[src/rtl/step_clk_debouncer.sv]
// Single-step push-button to CPU clock converter.
// Path: 2-FF synchronizer -> debounce FSM -> fixed-width CPUCLK stretcher.
// Also provides a one-cycle step strobe, the debounced level and a wrapping
// 16-bit step counter.
// Optional macro STEP_AUTOREPEAT_EN: a held button keeps issuing steps
// (first after REPEAT_DELAY cycles, then every REPEAT_PERIOD cycles).
module step_clk_debouncer #(
    parameter int unsigned DEBOUNCE_CYCLES = 1000000,
    parameter int unsigned CNT_W           = 20,
    parameter int unsigned PULSE_CYCLES    = 50000,
    parameter int unsigned REPEAT_DELAY    = 50000000,
    parameter int unsigned REPEAT_PERIOD   = 20000000
) (
    input  logic        CLK,
    input  logic        Reset_n,
    input  logic        Button,
    output logic        CPUCLK,
    output logic        StepPulse,
    output logic        ButtonLevel,
    output logic [15:0] StepCount
);

    // Pulse timer holds the remaining high cycles after the firing edge (max PULSE_CYCLES-1).
    localparam int unsigned PULSE_W = (PULSE_CYCLES > 1) ? $clog2(PULSE_CYCLES) : 1;

    // Reject illegal configurations at elaboration time.
    if (DEBOUNCE_CYCLES < 2 || PULSE_CYCLES < 1 || PULSE_CYCLES >= DEBOUNCE_CYCLES ||
        (64'(1) << CNT_W) <= 64'(DEBOUNCE_CYCLES) || REPEAT_PERIOD <= PULSE_CYCLES ||
        REPEAT_DELAY < 1) begin : g_bad_params
        $error("step_clk_debouncer: illegal parameter combination");
    end

    typedef enum logic [1:0] {
        IDLE         = 2'd0,
        PRESS_WAIT   = 2'd1,
        PRESSED      = 2'd2,
        RELEASE_WAIT = 2'd3
    } state_t;

    logic               sync1_q, sync1_d;
    logic               sync2_q, sync2_d;
    state_t             state_q, state_d;
    logic [CNT_W-1:0]   cnt_q, cnt_d;
    logic [PULSE_W-1:0] pulse_q, pulse_d;
    logic               cpuclk_q, cpuclk_d;
    logic               step_q, step_d;
    logic               level_q, level_d;
    logic [15:0]        count_q, count_d;
    logic               fire_step;

`ifdef STEP_AUTOREPEAT_EN
    localparam int unsigned HOLD_MAX = (REPEAT_DELAY > REPEAT_PERIOD) ? REPEAT_DELAY : REPEAT_PERIOD;
    localparam int unsigned HOLD_W   = (HOLD_MAX > 1) ? $clog2(HOLD_MAX) : 1;
    logic [HOLD_W-1:0] hold_q, hold_d;
    logic              rep_q, rep_d;
`endif

    // Next-state logic: synchronizer, debounce FSM, step firing and CPUCLK stretcher.
    always_comb begin
        sync1_d   = Button;
        sync2_d   = sync1_q;
        state_d   = state_q;
        cnt_d     = cnt_q;
        fire_step = 1'b0;

        case (state_q)
            IDLE: begin
                if (sync2_q) begin
                    state_d = PRESS_WAIT;
                    cnt_d   = '0;
                end
            end
            PRESS_WAIT: begin
                if (!sync2_q) begin
                    state_d = IDLE;
                end else if (cnt_q == CNT_W'(DEBOUNCE_CYCLES - 1)) begin
                    state_d   = PRESSED;
                    fire_step = 1'b1;
                end else begin
                    cnt_d = cnt_q + CNT_W'(1);
                end
            end
            PRESSED: begin
                if (!sync2_q) begin
                    state_d = RELEASE_WAIT;
                    cnt_d   = '0;
                end
            end
            RELEASE_WAIT: begin
                if (sync2_q) begin
                    state_d = PRESSED;
                end else if (cnt_q == CNT_W'(DEBOUNCE_CYCLES - 1)) begin
                    state_d = IDLE;
                end else begin
                    cnt_d = cnt_q + CNT_W'(1);
                end
            end
            default: state_d = IDLE;
        endcase

`ifdef STEP_AUTOREPEAT_EN
        // Hold timer only advances while staying in PRESSED; any other cycle
        // (including the entry edge) clears it, so re-entry restarts the delay.
        hold_d = '0;
        rep_d  = 1'b0;
        if (state_q == PRESSED && sync2_q) begin
            if ((!rep_q && hold_q == HOLD_W'(REPEAT_DELAY - 1)) ||
                ( rep_q && hold_q == HOLD_W'(REPEAT_PERIOD - 1))) begin
                fire_step = 1'b1;
                hold_d    = '0;
                rep_d     = 1'b1;
            end else begin
                hold_d = hold_q + HOLD_W'(1);
                rep_d  = rep_q;
            end
        end
`endif

        step_d   = fire_step;
        cpuclk_d = cpuclk_q;
        pulse_d  = pulse_q;
        count_d  = count_q;
        if (fire_step) begin
            cpuclk_d = 1'b1;
            pulse_d  = PULSE_W'(PULSE_CYCLES - 1);
            count_d  = count_q + 16'd1;
        end else if (cpuclk_q) begin
            if (pulse_q == '0) begin
                cpuclk_d = 1'b0;
            end else begin
                pulse_d = pulse_q - PULSE_W'(1);
            end
        end

        level_d = (state_d == PRESSED) || (state_d == RELEASE_WAIT);
    end

    // State and output registers; async reset drops CPUCLK and aborts any pulse.
    always_ff @(posedge CLK or negedge Reset_n) begin
        if (!Reset_n) begin
            sync1_q  <= 1'b0;
            sync2_q  <= 1'b0;
            state_q  <= IDLE;
            cnt_q    <= '0;
            pulse_q  <= '0;
            cpuclk_q <= 1'b0;
            step_q   <= 1'b0;
            level_q  <= 1'b0;
            count_q  <= '0;
`ifdef STEP_AUTOREPEAT_EN
            hold_q   <= '0;
            rep_q    <= 1'b0;
`endif
        end else begin
            sync1_q  <= sync1_d;
            sync2_q  <= sync2_d;
            state_q  <= state_d;
            cnt_q    <= cnt_d;
            pulse_q  <= pulse_d;
            cpuclk_q <= cpuclk_d;
            step_q   <= step_d;
            level_q  <= level_d;
            count_q  <= count_d;
`ifdef STEP_AUTOREPEAT_EN
            hold_q   <= hold_d;
            rep_q    <= rep_d;
`endif
        end
    end

    assign CPUCLK      = cpuclk_q;
    assign StepPulse   = step_q;
    assign ButtonLevel = level_q;
    assign StepCount   = count_q;

endmodule

[config.mk]
export PLATFORM = sky130hd
export DESIGN_NAME = step_clk_debouncer
export DESIGN_NICKNAME = d
export VERILOG_FILES = /design/src/rtl/step_clk_debouncer.sv
export SDC_FILE = /design/constraint.sdc
export NUM_CORES = 1
export LEC_CHECK = 0
export ABC_AREA = 1
export CORE_ASPECT_RATIO = 0.8
export CORE_MARGIN = 4
export CORE_UTILIZATION = 66
export CTS_BUF_LIST = sky130_fd_sc_hd__clkbuf_4 sky130_fd_sc_hd__clkbuf_8
export DETAILED_ROUTE_END_ITERATION = 10
export HOLD_SLACK_MARGIN = 0.02
export PLACE_DENSITY = 0.87
export SLEW_MARGIN = 30
export SYNTH_ARGS = -nofsm -noshare
export SYNTH_HDL_FRONTEND = slang
export SYNTH_SLANG_ARGS = --single-unit
[constraint.sdc]
create_clock -name CLK -period 3.63 [get_ports CLK]
set_clock_uncertainty 0.15 [all_clocks]
set_input_delay 0.5445 -clock CLK [delete_from_list [all_inputs] [get_ports CLK]]
set_output_delay 0.5445 -clock CLK [all_outputs]
set_load 0.1 [all_outputs]
==> qor.yml <==
route.detailed.drc: 0
cp-start-kind: "flip-flop"
die_h_um: 73.1
ir_drop_mv: 0.321
tightest_slew_ns: 1.01
cts_buffers: 9
grt_max_degree: 40
row_count: 23
hpwl_mm: 5.76
chipWidth_um: 89.4
area_growth_pct: 14.1
clkSinkCount: 58
io_buffers: 21
initial_core_util_pct: 69.1
path_max_fanout: 7
rrSetupSlack_ns: 1.30
track_usage_pct: 27.9
htreeDepth: 3
synthTopCellsByArea: "dfrtp_1, nand2_1, nor2_1"
antenna_found_initial: 0
clk_latency_ns: 0.34
cp_data_required_time_ns: 2.94
holdBufCountCts: 0
cp_cell_sequence: "clkdlybuf4s50_1"
final.setup.tns_ns: 0
critPathMaxStageDelay_ns: 1.18
cap_violations: 0
ys_seq_area_share_pct: 41.5
routed_via_density: 5.66
synth_nets: 492
min_period_over_period_pct: 73.7
clk_pin_slew_worst_paths_ns: 0.07
syn_avg_cell_area_sq_um: 7.22
slew_headroom_pct: 32.5
crit_buf_inv: 1
vias: 3280
wl_per_cell_um: 13.9
postCtsSetupRepairBufs: 0
outcome: "finished clean"
cts_tree: "built"
report.final.slew_viol_count: 0
yosysWarnings: 0
wl_mm: 8.07
grt_overflow: 0
grt_pass1_vias: 3245
hold_viol: 0
grt_pass1_wl_mm: 14.2
drt_iter0_drc: 267
nets: 519
firstDrtPassIters: 5
synth_ff_type: "dfrtp_1"
synth_cell_types: 33
dpl.cell_count: 563
synth-seq-cells: 58
crit_type: "reg2out"
synthArstFlopShare_pct: 100
clockRootBuffer: "clkbuf_8"
drive_gt1_share_pct: 8.32
critical_path_arrival_ns: 1.98
finalSetupViolCount: 0
gp_congestion: 0.965
power_density_nw_per_um2: 362
fin_util_pct: 78.9
synth-edff-count: 0
rsz0062_at_grt: "no"
crit_path_top_delay_cell: "clkdlybuf4s50_1"
n_antenna_cell: 0
die_area_sq_um: 6540
netlist.top_cell.by_area: "dfrtp_1"
core_area_sq_um: 5060
syn_inst: 485
layoutNonFillerInstCount: 579
cp_top_family: "buffers and inverters"
cts-resized-gates: 0
leakagePower_uw: 0.00190
synth_top_cell_area_share_pct: 41.5
cts.path.max_buffers: 2
syn_area_sq_um: 3500
antenna_left: 0
hold_path.class: "in2async"
min_period_ns: 2.68
fmax_mhz: 374
io_pins: 22
worstSetupEndpointType: "output pin"
-- worst paths after layout --
check / end / cells past startpoint / start
max in group asynchronous: cnt_q[4] / 2 / Reset_n
min in group CLK: sync2_q / 0 / sync1_q
min reg2reg: sync2_q / 0 / sync1_q
min: cnt_q[10] / 1 / Reset_n
max: StepCount[6] / 1 / StepCount[6]
max reg2reg: cnt_q[3] / 8 / cnt_q[0]
-- state kept, by name, summed over array words and instances (netlist names) --
signal,flops
state_q,1
cnt_q,20
sync1_q,1
StepPulse,1
StepCount,16
ButtonLevel,1
sync2_q,1
pulse_q,16
CPUCLK,1
-- cells in the mapped netlist, types with 2 or more instances --
cell type  instances
a21oi_1            2
a21oi_2            2
nand3b_1          10
nor2_2             9
o21bai_1           2
o211ai_1           2
buf_6              3
buf_4              2
xnor2_1            3
nand3_2            2
nor2_1            70
nor2_4             2
ha_1               4
dfrtp_1           58
nand4_1           16
inv_1             42
nor3_1             3
nand2_2            3
xor2_1            11
o21ai_0           24
inv_2              2
nand2_1          149
and2_1             3
nand3_1           52
-- cells by family (layout without fill, tap and decap cells) --
group	after synthesis	count (layout)	share of synthesized area, %
AO/OA/AOI/OAI	34	34	5.54
XOR/XNOR	14	14	3.50
adder cells (fa/ha/maj)	4	4	1.43
buffers and inverters	52	84	6.47
flip-flops	58	58	41.5
AND/OR/NAND/NOR	323	323	41.6
-- power breakdown --
part	internal [uW]	switching, uW	total [uW]
Clock	491	257	748
Sequential	652	6.89	659
Combinational	8.88	30.3	39.2
Total	1150	294	1450
-- layout make-up --
| class | count | area, sq um |
|---|---|---|
| Tap cell | 62 | 77.6 |
| Clock buffer | 11 | 151 |
| Multi-Input combinational cell | 375 | 1820 |
| Timing Repair Buffer | 23 | 223 |
| Sequential cell | 58 | 1450 |
| Fill cell | 337 | 1070 |
| Clock inverter | 5 | 100 |
| Inverter | 45 | 169 |
-- cells in the final DEF, fill, tap and decap left out, types with 2 or more instances in the layout --
cell type and n:
ha_1 4, clkinv_2 2, o21bai_1 2, o21ai_0 24, xor2_1 11, nor2_4 2
xnor2_1 3, nor3_1 3, nor2_2 9, nand3_1 52, nand3_2 2, o211ai_1 2
buf_4 3, bufinv_16 3, nand2_2 3, clkbuf_8 11, a21oi_1 2, nand4_1 16
nor2_1 70, and2_1 3, nand2_1 149, inv_1 42, nand3b_1 10, a21oi_2 2
clkdlybuf4s50_1 20, dfrtp_1 58, inv_2 2
-- stage by stage --
step | hold WS (ns) | power [uW] | setup slack (ns) | instance area (sq um)
global placement | 0.183 | 710 | 1.33 | 3740
finish | 0.0165 | 1450 | 0.954 | 4000
CTS | 0.194 | 1450 | 0.944 | 3990
detailed placement | 0.204 | 710 | 1.32 | 3740
global route | 0.0482 | 1490 | 0.885 | 4000
floorplan | 0.0989 | 692 | 1.36 | 3500
-- layer usage --
layer	GRT usage, %	vias up	wire [um]
li1	-	1618	-
met1	37.8	1509	3660
met2	41.3	132	3620
met3	9.71	21	644
met4	10.6	0	154
met5	0	-	0
Note: power is estimated with default switching activity, not from simulation.
==> variant, RTL diff (config.mk and constraints unchanged) <==
`CNT_W`: 20 -> 22.
--- a/src/rtl/step_clk_debouncer.sv
+++ b/src/rtl/step_clk_debouncer.sv
@@ -6,7 +6,7 @@
 // (first after REPEAT_DELAY cycles, then every REPEAT_PERIOD cycles).
 module step_clk_debouncer #(
     parameter int unsigned DEBOUNCE_CYCLES = 1000000,
-    parameter int unsigned CNT_W           = 20,
+    parameter int unsigned CNT_W           = 22,
     parameter int unsigned PULSE_CYCLES    = 50000,
     parameter int unsigned REPEAT_DELAY    = 50000000,
     parameter int unsigned REPEAT_PERIOD   = 20000000
Formal check against the unedited RTL: no difference found for any inputs over 10 cycles, from zero or initial values and one cycle with Reset_n low; that may be too few to reach the edited logic, so the function may still have changed.
==> variant against the unedited design <==
Via count increased by 11%. Final cell count grew 11%. Final area grew 6.7%. Power up 0.49%. Area after synthesis rose by 8.3%. Routed wire length rose by 17%. Sequential share of layout area down 1.1 points. Sequential cell count up 2. Register-to-register slack worse by 0.12 ns. Setup slack lost 0.051 ns. Core utilization fell by 1.3 points. Largest cell class unchanged. Largest power group unchanged.
==> variant: results (changes against the unedited design) <==
first-pass GRT wire length 15,320 um (was 14,210 um); Initial DRC Count 304 (was 267); synth top area cells dfrtp_1 40%, nand2_1 19%, nand3_1 7.4% (was dfrtp_1 41%, nand2_1 16%, nor2_1 7.5%); HPWL Detailed 6421 um (was 5756 um); largest net degree at the start of global routing 46 (was 40); Int Power 0.001133 W (was 0.001152 W); Ys Warns 0 (unchanged); register area share after synthesis 39.59% (was 41.46%); GPL Wtd Cong 0.9480 (was 0.9645); peak supply drop 0.3333 mV (was 0.3209 mV); Worst Path Max Fanout 8 (was 7); gr usage total 28.27% (was 27.91%); status finished, final reports clean (unchanged); most frequent cells after synthesis 187 x nand2_1, 72 x nor2_1, 60 x dfrtp_1 (was 149 x nand2_1, 70 x nor2_1, 58 x dfrtp_1); Mapped Nets 545 (was 492); Critical Path AT 2.03 ns (was 1.98 ns); WL final 9453 um (was 8074 um); Largest register FFs 22 (was 20); Pre-antenna DRT Iters 6 (was 5); vias in the first global route 3,228 (was 3,245); # port buffers 21 (unchanged); post-CTS setup buffers 0 (unchanged); Placed Cells 626 (was 563); nets 566 (was 519); placed cell area 0.004023 mm^2 (was 0.003741 mm^2); Yosys cell types 34 (was 33); reg2reg start state_q[0] (was cnt_q[0]); Comb power 0.0000427 W (was 0.0000392 W); leak pwr 1.967 nW (was 1.902 nW); sequential power 0.000684 W (was 0.000659 W); layout cells sized above 1 8.333% (was 8.317%); Rel. slew slack 32.49% (about the same); H-tree depth 3 (unchanged); wire length per cell 14.72 um (was 13.94 um); max incr delay on CP 1.20 ns (was 1.18 ns); syn_area_per_cell 7.049 um^2 (was 7.218 um^2); Via density 5.646 (was 5.665)
==> variant: cell types whose count changed after synthesis, moves of 4 or more <==
cell,before,now
o21ai_0,24,13
nand2_1,149,187
nor2_2,9,4
o21ai_1,1,14
nand3_1,52,56
==> variant: final cells by class <==
type	count	area (um^2)
Fill cell	405	1232
Tap cell	78	97.59
Inverter	47	176.4
Timing Repair Buffer	22	215.2
Sequential cell	60	1501
Clock buffer	13	172.7
Multi-Input combinational cell	419	2032
Clock inverter	3	67.56
==> variant: kinds of logic after synthesis <==
family | synth area share (%)
buf+inv | 6.829
flops | 39.59
fa+ha+maj | 1.320
compound gates | 4.619
simple gates | 44.18
xor+xnor | 3.464
==> variant: stage by stage <==
step	total power, W	setup slack [ns]
3_3_place_gp	0.0007374	1.319
6_report	0.001453	0.9039
4_1_cts	0.001456	0.8970
3_5_place_dp	0.0007395	1.261
5_1_grt	0.001494	0.8421
2_1_floorplan	0.0007189	1.307
==> variant: worst paths after layout <==
check                               end  slack, ns  depth (start not counted)
setup / recovery           StepCount[6]       0.90                          1
hold / removal                cnt_q[13]       0.04                          1
setup reg to reg               cnt_q[0]       1.18                          9
hold reg to reg                 sync2_q       0.21                          0
max in group asynchronous      cnt_q[9]       2.65                          2
min in group CLK                sync2_q       0.21                          0
==> variant: metal layers <==
| metal | share of wire [%] | vias to the layer above | wire length [um] | track usage [%] |
|---|---|---|---|---|
| met5 | 0 | - | 0 | 0 |
| met2 | 45 | 180 | 4253 | 43.41 |
| met1 | 44 | 1669 | 4200 | 39.25 |
| met4 | 1.0 | 0 | 95 | 7.805 |
| li1 | - | 1764 | - | - |
| met3 | 9.6 | 12 | 903 | 8.983 |
